--- config.mk ---
export PLATFORM = sky130hd
export DESIGN_NAME = uart_receiver
export DESIGN_NICKNAME = d
export VERILOG_FILES = /design/src/rtl/uart_receiver.sv
export SDC_FILE = /design/constraint.sdc
export NUM_CORES = 1
export LEC_CHECK = 0
export ABC_AREA = 0
export CORE_AREA = 2 2 66 68
export CTS_CLUSTER_DIAMETER = 150
export DETAILED_ROUTE_END_ITERATION = 6
export DIE_AREA = 0 0 68 70
export GPL_TIMING_DRIVEN = 0
export MAX_ROUTING_LAYER = met4
export PLACE_DENSITY = 0.58
export REMOVE_ABC_BUFFERS = 1
export SLEW_MARGIN = 20
export SYNTH_ARGS = -nofsm -noshare
export SYNTH_HDL_FRONTEND = slang
export SYNTH_SLANG_ARGS = --single-unit
--- constraint.sdc ---
create_clock -name clk -period 3.75 [get_ports clk]
set_input_delay 0.375 -clock clk [delete_from_list [all_inputs] [get_ports clk]]
set_output_delay 0.375 -clock clk [all_outputs]
set_load 0.01 [all_outputs]
--- src/rtl/uart_receiver.sv ---
// 8N1 UART receive stage: synchronizes rx, finds mid-bit sample points and
// presents each good byte with a one-cycle valid pulse.
module uart_receiver #(
  parameter int CLKS_PER_BIT = 16
) (
  input  logic       clk,
  input  logic       rst,
  input  logic       rx,
  output logic [7:0] data,
  output logic       valid,
  output logic       frame_err,
  output logic       busy
);

  localparam int CW = (CLKS_PER_BIT > 1) ? $clog2(CLKS_PER_BIT) : 1;
  localparam logic [CW-1:0] BIT_LAST  = CW'(CLKS_PER_BIT - 1);
  localparam logic [CW-1:0] HALF_LAST = CW'(CLKS_PER_BIT / 2 - 1);

  typedef enum logic [2:0] {
    S_IDLE,
    S_START,
    S_DATA,
    S_STOP,
    S_WAIT_IDLE
  } state_e;

  state_e        state_q, state_d;
  logic          rx_meta_q, rx_meta_d;
  logic          rx_s_q, rx_s_d;
  logic [CW-1:0] cnt_q, cnt_d;
  logic [2:0]    idx_q, idx_d;
  logic [7:0]    shift_q, shift_d;
  logic [7:0]    data_q, data_d;
  logic          valid_q, valid_d;
  logic          frame_err_q, frame_err_d;

  always_ff @(posedge clk or negedge rst) begin
    if (!rst) begin
      state_q     <= S_IDLE;
      rx_meta_q   <= 1'b1;
      rx_s_q      <= 1'b1;
      cnt_q       <= '0;
      idx_q       <= '0;
      shift_q     <= '0;
      data_q      <= '0;
      valid_q     <= 1'b0;
      frame_err_q <= 1'b0;
    end else begin
      state_q     <= state_d;
      rx_meta_q   <= rx_meta_d;
      rx_s_q      <= rx_s_d;
      cnt_q       <= cnt_d;
      idx_q       <= idx_d;
      shift_q     <= shift_d;
      data_q      <= data_d;
      valid_q     <= valid_d;
      frame_err_q <= frame_err_d;
    end
  end

  always_comb begin
    rx_meta_d   = rx;
    rx_s_d      = rx_meta_q;
    state_d     = state_q;
    cnt_d       = cnt_q;
    idx_d       = idx_q;
    shift_d     = shift_q;
    data_d      = data_q;
    valid_d     = 1'b0;
    frame_err_d = 1'b0;

    unique case (state_q)
      S_IDLE: begin
        if (!rx_s_q) begin
          state_d = S_START;
          cnt_d   = '0;
        end
      end

      // A start bit that is high again at mid-bit is treated as a glitch.
      S_START: begin
        if (cnt_q == HALF_LAST) begin
          cnt_d = '0;
          if (!rx_s_q) begin
            state_d = S_DATA;
            idx_d   = '0;
          end else begin
            state_d = S_IDLE;
          end
        end else begin
          cnt_d = cnt_q + 1'b1;
        end
      end

      S_DATA: begin
        if (cnt_q == BIT_LAST) begin
          cnt_d          = '0;
          shift_d[idx_q] = rx_s_q;
          if (idx_q == 3'd7) begin
            state_d = S_STOP;
          end else begin
            idx_d = idx_q + 3'd1;
          end
        end else begin
          cnt_d = cnt_q + 1'b1;
        end
      end

      S_STOP: begin
        if (cnt_q == BIT_LAST) begin
          cnt_d = '0;
          if (rx_s_q) begin
            data_d  = shift_q;
            valid_d = 1'b1;
            state_d = S_IDLE;
          end else begin
            frame_err_d = 1'b1;
            state_d     = S_WAIT_IDLE;
          end
        end else begin
          cnt_d = cnt_q + 1'b1;
        end
      end

      // Hold off until the line is released so a break is not re-decoded.
      S_WAIT_IDLE: begin
        if (rx_s_q) begin
          state_d = S_IDLE;
        end
      end

      default: begin
        state_d = S_IDLE;
      end
    endcase
  end

  assign data      = data_q;
  assign valid     = valid_q;
  assign frame_err = frame_err_q;
  assign busy      = (state_q != S_IDLE);

endmodule

==> results.py <==
metrics = {
    "status": {
        "status": "complete, no violations",
    },
    "sta": {
        "rsz0062_at_grt": "no",
        "drv_slew": 0,
        "hold_ws_ps": 124.0,
        "slew_headroom_pct": 55.79,
        "finalSetupTns_ps": 0,
        "max_freq_mhz": 461.3,
        "hold_violations": 0,
        "period_share_pct": 57.81,
        "fin_crit_ps": 2168,
        "finalSetupViolCount": 0,
        "worst_pin_slew_ps": 663.2,
        "fin_skew_ps": 5.616,
        "layout_setup_ws_ps": 1582,
    },
    "yosys": {
        "async_flop_share_pct": 100.0,
        "synth_edf_count": 0,
        "synth_area_leader_cell": "dfrtp_1",
        "synthMuxAreaShare_pct": 14.44,
        "yosysWarningCount": 0,
        "avgSynthCellArea_um2": 11.71,
        "syn_inst": 125,
        "yosysSeqAreaShare_pct": 51.45,
        "synth_xor_area_share_pct": 0.5983,
        "synth_top_cell_area_share_pct": 47.86,
        "yosys_register_bits": 30,
        "ys_types": 36,
        "synthAdderAreaFrac_pct": 2.564,
        "synth_compound_area_share_pct": 9.744,
        "synth_top_family_by_area": "simple AND/OR/NAND/NOR gates",
        "synth-simple-area-share_pct": 17.86,
        "synthFlopType": "dfrtp_1",
        "synth.area.top_cells": "dfrtp_1 (48%), mux2_2 (10%), dfstp_2 (3.6%)",
        "synth_area_mm2": 0.001464,
    },
    "final_layout": {
        "area_growth_pct": 18.12,
        "instances_no_fill": 191,
        "final_cell_mix": "dfrtp_1 (28), mux2_2 (13), clkdlybuf4s50_1 (12)",
        "drive_gt1_share_pct": 20.86,
        "final_common_cell": "dfrtp_1",
        "antenna_cells": 0,
        "fin_nets": 144,
    },
    "grt": {
        "grt_pass1_vias": 1035,
        "grt_pass1_wl_um": 4643,
        "antenna_found_initial": 0,
        "overflow": 0,
        "grt_max_degree": 31,
        "grtUsageTotal_pct": 13.47,
    },
    "worst_setup_path": {
        "end_kind": "output pin",
        "crit_fanout": 17,
        "r2r-start": "cnt_q[0]",
        "cp_data_required_time_ps": 3380,
        "slowest_stage": "dfrtp_1",
        "crit_chain": "or3_1 -> clkdlybuf4s50_1",
        "worstPathArrival_ps": 1790,
        "start_kind": "register",
        "r2r-end": "data[6]",
        "max_stage_delay_ps": 570,
        "ff2ff_path_depth": 4,
        "criticalPathCategory": "reg -> out",
        "reg2reg_slack_ps": 1610,
    },
    "clocking": {
        "postCtsSetupRepairBufs": 0,
        "htree_levels": 2,
        "cts_sinks": 30,
        "cts_tree": "yes",
        "post_cts_resized": 0,
        "hold_buffers": 0,
        "clkSlewWorstSetupHoldPaths_ps": 70,
        "cts_made_buffers": 5,
        "cts-root-buf": "clkbuf_8",
        "clk_latency_ps": 280,
        "clock_path_buffers": 2,
    },
    "place": {
        "io_buffers": 13,
        "routabilityCongestion": 0.8458,
        "dp_slack_ps": 1582,
        "dp_cells": 183,
        "dp_hpwl_um": 1792,
    },
    "routing": {
        "num_vias": 997,
        "drc": 0,
        "dr_wl_met3_um": 123,
        "routedWlPerCell_um": 13.89,
        "ant_nets": 0,
        "totalWireLength_um": 2653,
        "highest_layer": "met4",
        "drtIter0Drc": 49,
        "viasPerCell": 5.220,
        "dr.pass1.iters": 4,
        "wl_met2_um": 1254,
        "wl_met1_um": 1228,
    },
    "floorplan": {
        "die_y_um": 70,
        "coreArea_mm2": 0.004144,
        "rows": 24,
        "initial_core_util_pct": 35.33,
        "pin_count": 14,
        "die_w_um": 68,
        "fp.dieArea_mm2": 0.004760,
    },
    "job": {
        "maxCapViolations": 0,
    },
    "power": {
        "power.density_mw_per_mm2": 543.7,
        "power_uw": 940.1,
        "ir_drop_mv": 0.2419,
        "p_leak_uw": 0.0007862,
    },
    "hold_path": {
        "hold_class": "in -> async",
    },
}
[power breakdown]
part	total, uW	switching (uW)	leakage [uW]	internal, uW
combinational	195	95.6	0.000329	99.9
sequential	430	67.8	0.000399	362
clock	315	120	0.0000579	195
total	940	283	0.000786	657
[cells in the mapped netlist (2+ instances only)]
master,instances
a31oi_1,3
a21oi_1,2
dfrtp_1,28
mux2_2,13
o211ai_1,4
and2_1,5
dfstp_2,2
nand4_1,4
o211ai_2,2
buf_2,3
nand3_1,10
nand2_1,2
mux2i_1,2
or3_1,2
inv_1,4
nor2b_1,5
o2bb2ai_1,2
clkbuf_1,3
nor2_1,7
mux2_1,4
ha_1,3
[worst max-delay path by stage]
stage                     startpoint       end  slack (ps)  cells past startpoint
after global routing        cnt_q[0]   data[7]        1430                      4
after floorplan             idx_q[1]  idx_q[1]        1920                      5
after detailed placement    cnt_q[0]   data[4]        1580                      4
after global placement      cnt_q[0]   data[0]        1690                      4
final                     state_q[2]      busy        1580                      2
after CTS                   cnt_q[0]   data[4]        1560                      4
[through the flow]
stage,util (%),cell area (um^2)
after global placement,39.22,1625
after floorplan,-,1430
after CTS,41.73,1729
final,41.73,1729
after global routing,41.73,1729
after detailed placement,39.10,1620
[critical path, delay by kind of cell (launching register included)]
family	cells	cell delay, ps
flops	1	570
buf+inv	1	490
simple gates	1	460
[routing by layer]
metal / GRT usage [%] / vias up
met2: 20.50 / 21
met4: 6.000 / 0
li1: - / 485
met5: - / -
met1: 15.46 / 486
met3: 5.314 / 5
[logic make-up after synthesis]
family	after synthesis
AOI/OAI and AO/OA	18
xor gates and xnor gates	1
adders and majority gates	3
buffers and inverters	11
DFF	30
muxes	19
and+or+nand+nor	43
[registers in the layout, indices dropped and copies added, names as in the netlist]
name,count
state_q,3
cnt_q,4
data,8
rx_meta_q,1
shift_q,8
rx_s_q,1
valid,1
idx_q,3
frame_err,1
[area by class of cell]
| type | instances | area (um^2) |
|---|---|---|
| fill | 409 | 2415 |
| clock buffer | 5 | 68.82 |
| inverter | 4 | 15.01 |
| timing repair buffer | 13 | 125.1 |
| clock inverter | 3 | 40.04 |
| multi-input combinational | 84 | 661.9 |
| sequential | 30 | 753.2 |
| tap | 52 | 65.06 |
(Power assumes the default switching activity.)
